<file path="src/rtl/icache_assoc.sv">
// icache_assoc: set-associative instruction cache with LRU replacement, multi-word block fill and whole-cache flush
module icache_assoc #(
    parameter int SETS  = 8,
    parameter int WAYS  = 2,
    parameter int WORDS = 2,
    parameter int CPUID = 0
) (
    input  logic        clk,
    input  logic        nRST,
    input  logic        imemREN,
    input  logic [31:0] imemaddr,
    input  logic        flush,
    output logic        ihit,
    output logic [31:0] imemload,
    output logic        iREN,
    output logic [31:0] iaddr,
    input  logic        iwait,
    input  logic [31:0] iload
);
    localparam int IB = $clog2(SETS);
    localparam int WB = $clog2(WORDS);
    localparam int OW = WB > 0 ? WB : 1;
    localparam int AW = WAYS > 1 ? $clog2(WAYS) : 1;
    localparam int TW = 30 - WB - IB;
    localparam int unused_cpuid = CPUID;

    typedef enum logic [1:0] {IDLE, FILL, FLUSH} state_t;

    state_t          state_q, state_d;
    logic [OW-1:0]   cnt_q, cnt_d;
    logic            pend_q, pend_d;
    logic [TW-1:0]   ltag_q;
    logic [IB-1:0]   lidx_q;
    logic [AW-1:0]   vic_q;
    logic            valid_q [SETS][WAYS];
    logic [AW-1:0]   age_q   [SETS][WAYS];
    logic [TW-1:0]   tags_q  [SETS][WAYS];
    logic [31:0]     data_q  [SETS][WAYS][WORDS];

    logic [TW-1:0]   tag;
    logic [IB-1:0]   idx;
    logic [OW-1:0]   woff;
    logic            match, hit, last, accept, done, mru_en;
    logic [AW-1:0]   hway, victim, mru_way, mru_old;
    logic [IB-1:0]   mru_set;
    logic            unused_bits;

    assign tag         = imemaddr[31 -: TW];
    assign idx         = imemaddr[2+WB +: IB];
    assign woff        = WB > 0 ? imemaddr[2 +: OW] : '0;
    assign unused_bits = ^imemaddr[1:0];

    always_comb begin
        match  = 1'b0;
        hway   = '0;
        victim = '0;
        for (int w = 0; w < WAYS; w++) begin
            if (valid_q[idx][w] && tags_q[idx][w] == tag) begin
                match = 1'b1;
                hway  = AW'(w);
            end
            if (age_q[idx][w] == AW'(WAYS-1)) victim = AW'(w);
        end
        for (int w = WAYS-1; w >= 0; w--)
            if (!valid_q[idx][w]) victim = AW'(w);
    end

    assign hit      = imemREN && state_q == IDLE && match;
    assign ihit     = hit;
    assign imemload = hit ? data_q[idx][hway][woff] : '0;
    assign last     = WB == 0 || cnt_q == OW'(WORDS-1);
    assign accept   = state_q == FILL && !iwait;
    assign done     = accept && last;
    assign iREN     = state_q == FILL;
    assign iaddr    = iREN ? ({ltag_q, lidx_q, {(WB+2){1'b0}}} | {{(30-OW){1'b0}}, cnt_q, 2'b00}) : '0;

    // A freshly filled invalid way counts as oldest, so ages settle into a permutation after flush/reset
    assign mru_en  = hit || done;
    assign mru_set = hit ? idx : lidx_q;
    assign mru_way = hit ? hway : vic_q;
    assign mru_old = hit ? age_q[idx][hway]
                   : valid_q[lidx_q][vic_q] ? age_q[lidx_q][vic_q] : AW'(WAYS-1);

    always_comb begin
        state_d = state_q;
        cnt_d   = cnt_q;
        pend_d  = pend_q;
        case (state_q)
            IDLE: begin
                if (flush) state_d = FLUSH;
                else if (imemREN && !match) begin
                    state_d = FILL;
                    cnt_d   = '0;
                end
            end
            FILL: begin
                pend_d = pend_q || flush;
                if (!iwait) cnt_d = last ? '0 : cnt_q + 1'b1;
                if (done) begin
                    state_d = (pend_q || flush) ? FLUSH : IDLE;
                    pend_d  = 1'b0;
                end
            end
            default: state_d = IDLE;
        endcase
    end

    always_ff @(posedge clk or negedge nRST) begin
        if (!nRST) begin
            state_q <= IDLE;
            cnt_q   <= '0;
            pend_q  <= 1'b0;
            ltag_q  <= '0;
            lidx_q  <= '0;
            vic_q   <= '0;
            for (int s = 0; s < SETS; s++)
                for (int w = 0; w < WAYS; w++) begin
                    valid_q[s][w] <= 1'b0;
                    age_q[s][w]   <= '0;
                end
        end else begin
            state_q <= state_d;
            cnt_q   <= cnt_d;
            pend_q  <= pend_d;
            if (state_q == IDLE && state_d == FILL) begin
                ltag_q <= tag;
                lidx_q <= idx;
                vic_q  <= victim;
            end
            if (state_q == FLUSH) begin
                for (int s = 0; s < SETS; s++)
                    for (int w = 0; w < WAYS; w++) begin
                        valid_q[s][w] <= 1'b0;
                        age_q[s][w]   <= '0;
                    end
            end else if (mru_en) begin
                for (int w = 0; w < WAYS; w++)
                    age_q[mru_set][w] <= AW'(w) == mru_way ? '0
                                       : age_q[mru_set][w] < mru_old ? age_q[mru_set][w] + 1'b1
                                       : age_q[mru_set][w];
                if (done) valid_q[lidx_q][vic_q] <= 1'b1;
            end
        end
    end

    always_ff @(posedge clk) begin
        if (accept) begin
            data_q[lidx_q][vic_q][cnt_q] <= iload;
            if (last) tags_q[lidx_q][vic_q] <= ltag_q;
        end
    end
endmodule

</file>
<file path="config.mk">
export PLATFORM = sky130hd
export DESIGN_NAME = icache_assoc
export DESIGN_NICKNAME = d
export VERILOG_FILES = /design/src/rtl/icache_assoc.sv
export SDC_FILE = /design/constraint.sdc
export NUM_CORES = 1
export LEC_CHECK = 0
export CELL_PAD_IN_SITES_DETAIL_PLACEMENT = 0
export CELL_PAD_IN_SITES_GLOBAL_PLACEMENT = 1
export CORE_MARGIN = 4
export CORE_UTILIZATION = 59
export CTS_CLUSTER_DIAMETER = 120
export DETAILED_ROUTE_END_ITERATION = 6
export GPL_TIMING_DRIVEN = 0
export PLACE_DENSITY_LB_ADDON = 0.1
export SLEW_MARGIN = 15
export SYNTH_ARGS = -nofsm -noshare
export SYNTH_HDL_FRONTEND = slang
export SYNTH_SLANG_ARGS = --single-unit
</file>
<file path="constraint.sdc">
create_clock -name clk -period 14.1 [get_ports clk]
set_input_delay 3.525 -clock clk [delete_from_list [all_inputs] [get_ports clk]]
set_output_delay 3.525 -clock clk [all_outputs]
set_load 0.02 [all_outputs]
</file>
==> results <==
-- worst register-to-register path: stages, from the launching register on --
cell and delay [ns]:
sky130_fd_sc_hd__edfxtp_1 0.37, sky130_fd_sc_hd__mux4_2 0.48, sky130_fd_sc_hd__mux2i_1 0.22, sky130_fd_sc_hd__xor2_1 0.39, sky130_fd_sc_hd__nand3_1 0.13, sky130_fd_sc_hd__or4_1 0.53
sky130_fd_sc_hd__or4_4 0.62, sky130_fd_sc_hd__nand2_2 0.13, sky130_fd_sc_hd__nor2_1 0.07, sky130_fd_sc_hd__nand2_1 0.49, sky130_fd_sc_hd__clkbuf_1 0.75, sky130_fd_sc_hd__mux2_2 0.42
-- worst paths after layout --
| check | end | cells past startpoint | slack [ns] |
|---|---|---|---|
| worst max-delay path | imemload[3] | 16 | 0.15 |
| worst min-delay path | state_q[1] | 1 | 0.52 |
| worst max register to register | ltag_q[12] | 11 | 9.36 |
| worst min register to register | state_q[1] | 1 | 0.52 |
| max in group asynchronous | lidx_q[0] | 2 | 10.73 |
| min in group asynchronous | ltag_q[24] | 1 | 2.75 |
-- layout make-up --
type / instances / area (um^2)
fill: 6125 / 30700
timing repair buffer: 219 / 3040
buffer: 151 / 759
antenna: 4 / 10.0
multi-input combinational: 1170 / 14300
clock inverter: 72 / 726
sequential: 1506 / 44900
clock buffer: 198 / 4080
inverter: 19 / 76.3
tap: 1357 / 1700
-- per-layer routing --
| metal | share of wire (%) | vias to the layer above |
|---|---|---|
| met3 | 8.0 | 306 |
| met5 | 0.021 | - |
| met1 | 37 | 16365 |
| met4 | 3.5 | 6 |
| li1 | - | 12606 |
| met2 | 52 | 1622 |
-- cell families (layout without fill, tap and decap cells) --
family / Yosys count / count (layout) / synth area share (%)
AO/OA/AOI/OAI: 199 / 199 / 2.26
buffers and inverters: 170 / 659 / 1.35
multiplexers: 596 / 596 / 17.8
flip-flops: 1506 / 1506 / 75.2
XOR/XNOR: 14 / 14 / 0.206
other: 1 / 6 / 0.00628
AND/OR/NAND/NOR: 359 / 359 / 3.11
-- state kept, by name, summed over array words and instances (netlist names) --
name / flops
state_q: 2
age_q: 16
pend_q: 1
lidx_q: 3
ltag_q: 26
tags_q: 416
cnt_q: 1
data_q: 1024
valid_q: 16
vic_q: 1
-- power by group through the flow --
| stage | Sequential [mW] | Combinational, mW | Clock (mW) |
|---|---|---|---|
| 2_1_floorplan | 5.41 | 0.585 | 0 |
| 3_3_place_gp | 5.50 | 0.945 | 0 |
| 3_5_place_dp | 5.52 | 1.02 | 0 |
| 4_1_cts | 5.43 | 1.02 | 3.95 |
| 5_1_grt | 5.45 | 1.08 | 4.14 |
| 6_report | 5.43 | 1.03 | 3.91 |
-- layout by cell type, fill, tap and decap left out, types with 37 or more instances in the layout --
cell,netlist,routed
sky130_fd_sc_hd__and2_1,37,37
sky130_fd_sc_hd__clkbuf_1,89,106
sky130_fd_sc_hd__clkbuf_16,0,153
sky130_fd_sc_hd__clkdlybuf4s50_1,0,126
sky130_fd_sc_hd__dfrtp_1,66,66
sky130_fd_sc_hd__edfxtp_1,1440,1440
sky130_fd_sc_hd__mux2_2,99,99
sky130_fd_sc_hd__mux2i_1,103,103
sky130_fd_sc_hd__mux4_2,360,360
sky130_fd_sc_hd__nand2_1,55,55
sky130_fd_sc_hd__nor2_1,130,88
sky130_fd_sc_hd__nor2_4,0,42
sky130_fd_sc_hd__o21ai_0,39,39
sky130_fd_sc_hd__o22ai_1,50,50
-- what timing repair did --
| action | 4_1_cts | 5_1_grt |
|---|---|---|
| buffers inserted | 0 | 0 |
| resized for setup | 0 | 2 |
| endpoints found under the hold margin | 0 | 0 |
| endpoints found under the setup margin | 0 | 1 |
-- per-stage QoR --
step / utilization (%) / instances
after floorplan: - / 2846
after global routing: 69.4 / 4692
after CTS: 69.3 / 4690
after global placement: 62.5 / 4330
final: 69.4 / 4696
after detailed placement: 64.6 / 4420
==> results_tabular.tex <==
\begin{tabular}{lr}
\hline
Metric & Value \\
\hline
\multicolumn{2}{l}{\textbf{Clock network}} \\
\quad Max Buffers Root-to-Sink & 3 \\
\quad TritonCTS clock tree & built \\
\quad \# hold bufs at CTS & 0 \\
\quad CTS Root Cell & sky130\_fd\_sc\_hd\_\_clkbuf\_16 \\
\quad Clock latency at the later pin of the worst-skew pair & approximately 0.75 ns \\
\quad Number of clock buffers inserted by TritonCTS & $\sim$150 \\
\quad H-tree level count & 4 \\
\quad Clock slew seen by the registers of the worst setup and hold paths & 0.06 ns \\
\quad Number of sinks driven by the clock tree & between 1500 and 2000 \\
\multicolumn{2}{l}{\textbf{Timing}} \\
\quad Tightest Pin Transition & 1.20 ns \\
\quad Worst Hold Margin & around 0.52 ns \\
\quad Final Hold Vio Count & 0 \\
\quad Upper clock frequency limit & between 70 and 80 MHz \\
\quad Setup repair after global routing missed its margin & no \\
\quad Worst Clk Skew & 0.0224 ns \\
\quad Final count of negative-setup-slack endpoints & 0 \\
\quad Setup Total Neg Slack & 0 ns \\
\quad Headroom to the max-slew limit & just over 20\% \\
\quad Final critical-path share of the clock period & a little over nine tenths \\
\quad Minimum clock period after layout & 13.95 ns \\
\quad Final Slew Violations & 0 \\
\quad Final worst slack & roughly 0.15 ns \\
\multicolumn{2}{l}{\textbf{Floorplanning}} \\
\quad Number of top-level pins & about 140 \\
\quad Height of the die & 326 um \\
\quad Initial core utilization & 59.5\% \\
\quad Total Die Area & roughly 0.11 mm\^{}2 \\
\quad Core box area & 0.100 mm\^{}2 \\
\quad Die X-Extent & around 330 um \\
\quad Number of placement rows & approximately 120 \\
\multicolumn{2}{l}{\textbf{Logic synthesis}} \\
\quad Most common cell in the netlist & sky130\_fd\_sc\_hd\_\_edfxtp\_1 \\
\quad Leading register cell type out of synthesis & sky130\_fd\_sc\_hd\_\_edfxtp\_1 \\
\quad Post-Synthesis Cells & 2845 \\
\quad Sequential-to-total area share from yosys stat & about 75\% \\
\quad Average cell area after synthesis & $\sim$21 um\^{}2 \\
\quad Number of synthesized register bits & roughly 1500 \\
\quad Yosys warnings & 0 \\
\quad Library cells used by synthesis & 73 \\
\quad Summed instance area of the synthesized netlist & just under 0.06 mm\^{}2 \\
\quad Dominant cell type by area after synthesis & sky130\_fd\_sc\_hd\_\_edfxtp\_1 \\
\quad Async set-reset flop share out of synthesis & 4.38\% \\
\quad Yosys top cell area share & between 70 and 80\% \\
\quad Top cell types by occurrence after synthesis & 1440 x sky130\_fd\_sc\_hd\_\_edfxtp\_1, 360 x sky130\_fd\_sc\_hd\_\_mux4\_2, 130 x sky130\_fd\_sc\_hd\_\_nor2\_1 \\
\quad Leading cell types by total area after synthesis & sky130\_fd\_sc\_hd\_\_edfxtp\_1 72\%, sky130\_fd\_sc\_hd\_\_mux4\_2 14\%, sky130\_fd\_sc\_hd\_\_dfrtp\_1 2.8\% \\
\quad Number of enable-type register cells in the synthesized netlist & $\sim$1400 \\
\multicolumn{2}{l}{\textbf{Routing}} \\
\quad Pre-antenna DRT Iters & 6 \\
\quad DRT Wirelength & about 160000 um \\
\quad Mean routed wirelength per cell & about 34 um \\
\quad Final antenna-violating net count & 0 \\
\quad Vias per cell & $\sim$6.6 \\
\quad Iteration-0 DRC count of the detailed router & 3820 \\
\quad Total DRC errors in the routed layout & 0 \\
\quad Via count & slightly above 30000 \\
\multicolumn{2}{l}{\textbf{Min path}} \\
\quad Hold Crit Start & state\_q[1] \\
\quad Hold Path Class & reg2reg \\
\multicolumn{2}{l}{\textbf{Placed design}} \\
\quad HPWL after detailed placement & 107000 um \\
\quad Worst slack, placed & between 0.1 and 0.15 ns \\
\quad Port-buffer cells & 127 \\
\quad Routability congestion estimate & $\sim$0.89 \\
\quad Total cell area at the placement stage & roughly 0.065 mm\^{}2 \\
\multicolumn{2}{l}{\textbf{GRT}} \\
\quad Wire length of the first global-routing pass & approximately 230000 um \\
\quad Met2 Use GR & roughly half \\
\quad Combined global-route utilization of all metal layers & roughly 31\% \\
\quad Met1 demand-to-capacity share in global routing & about 40\% \\
\quad Pin count of the biggest net entering global routing & 45 \\
\quad GRT met3 Usage & 5.31\% \\
\quad Grt peak-use layer & met2 \\
\quad Leftover overflow at the end of global routing & 0 \\
\quad Initial antenna violation count & 6 \\
\quad Vias in the first global route & between 30000 and 40000 \\
\multicolumn{2}{l}{\textbf{Power}} \\
\quad Total power divided by cell area & approximately 150 mW/mm\^{}2 \\
\quad Sequential fraction of design power & roughly 52\% \\
\quad NetSw & $\sim$2.5 mW \\
\quad Post-route total power & between 10 and 15 mW \\
\quad IR Drop Worst-Case VDD & 0.000116 V \\
\quad Internal power consumption & 7.84 mW \\
\quad Share of total power in the clock network & a little under two fifths \\
\quad Leakage dissipation & 22.3 nW \\
\quad Comb power frac & around a tenth \\
\quad Fraction of power spent switching nets & 24.3\% \\
\multicolumn{2}{l}{\textbf{Setup path}} \\
\quad Buffers plus inverters on the worst setup path & 7 \\
\quad Critical Path Max Stage Delay & between 0.6 and 0.7 ns \\
\quad Worst setup EP type & output port \\
\quad Startpoint types & primary input \\
\quad Critical path cell sequence & clkdlybuf4s50\_1 > nand2b\_1 > buf\_2 > buf\_2 > clkbuf\_1 > o22ai\_1 > o21a\_1 > or4\_1 > nor4\_1 > nand4\_1 > clkbuf\_1 > clkbuf\_1 > mux4\_2 > mux2i\_1 > nor2\_1 > clkdlybuf4s50\_1 \\
\quad Critical-path maximum fanout & 10 \\
\quad Family of cells with the greatest summed delay on the critical path & buffers and inverters \\
\quad Slowest cell on the critical path & sky130\_fd\_sc\_hd\_\_clkbuf\_1 \\
\quad Most frequent CP cell & sky130\_fd\_sc\_hd\_\_clkbuf\_1 \\
\quad Launching point of the worst reg2reg path & tags\_q[3][20] \\
\quad Data arrival time of the critical path & 10.42 ns \\
\quad Setup CP Type & in2out \\
\quad Launching element of the worst setup path & imemaddr[4] \\
\quad Critical path required time & approximately 11 ns \\
\multicolumn{2}{l}{\textbf{Flow run}} \\
\quad Max-capacitance violation count & 0 \\
\multicolumn{2}{l}{\textbf{Cells and area}} \\
\quad Layout area overhead & 16.7\% \\
\quad Final non-filler cell area & roughly 0.070 mm\^{}2 \\
\quad Fraction of layout cells with a size suffix above 1 & 26.8\% \\
\quad Layout Nets & around 3300 \\
\multicolumn{2}{l}{\textbf{Status}} \\
\quad Outcome & finished, final reports clean \\
\hline
\end{tabular}
No activity file was read; power rests on OpenSTA's default activity.
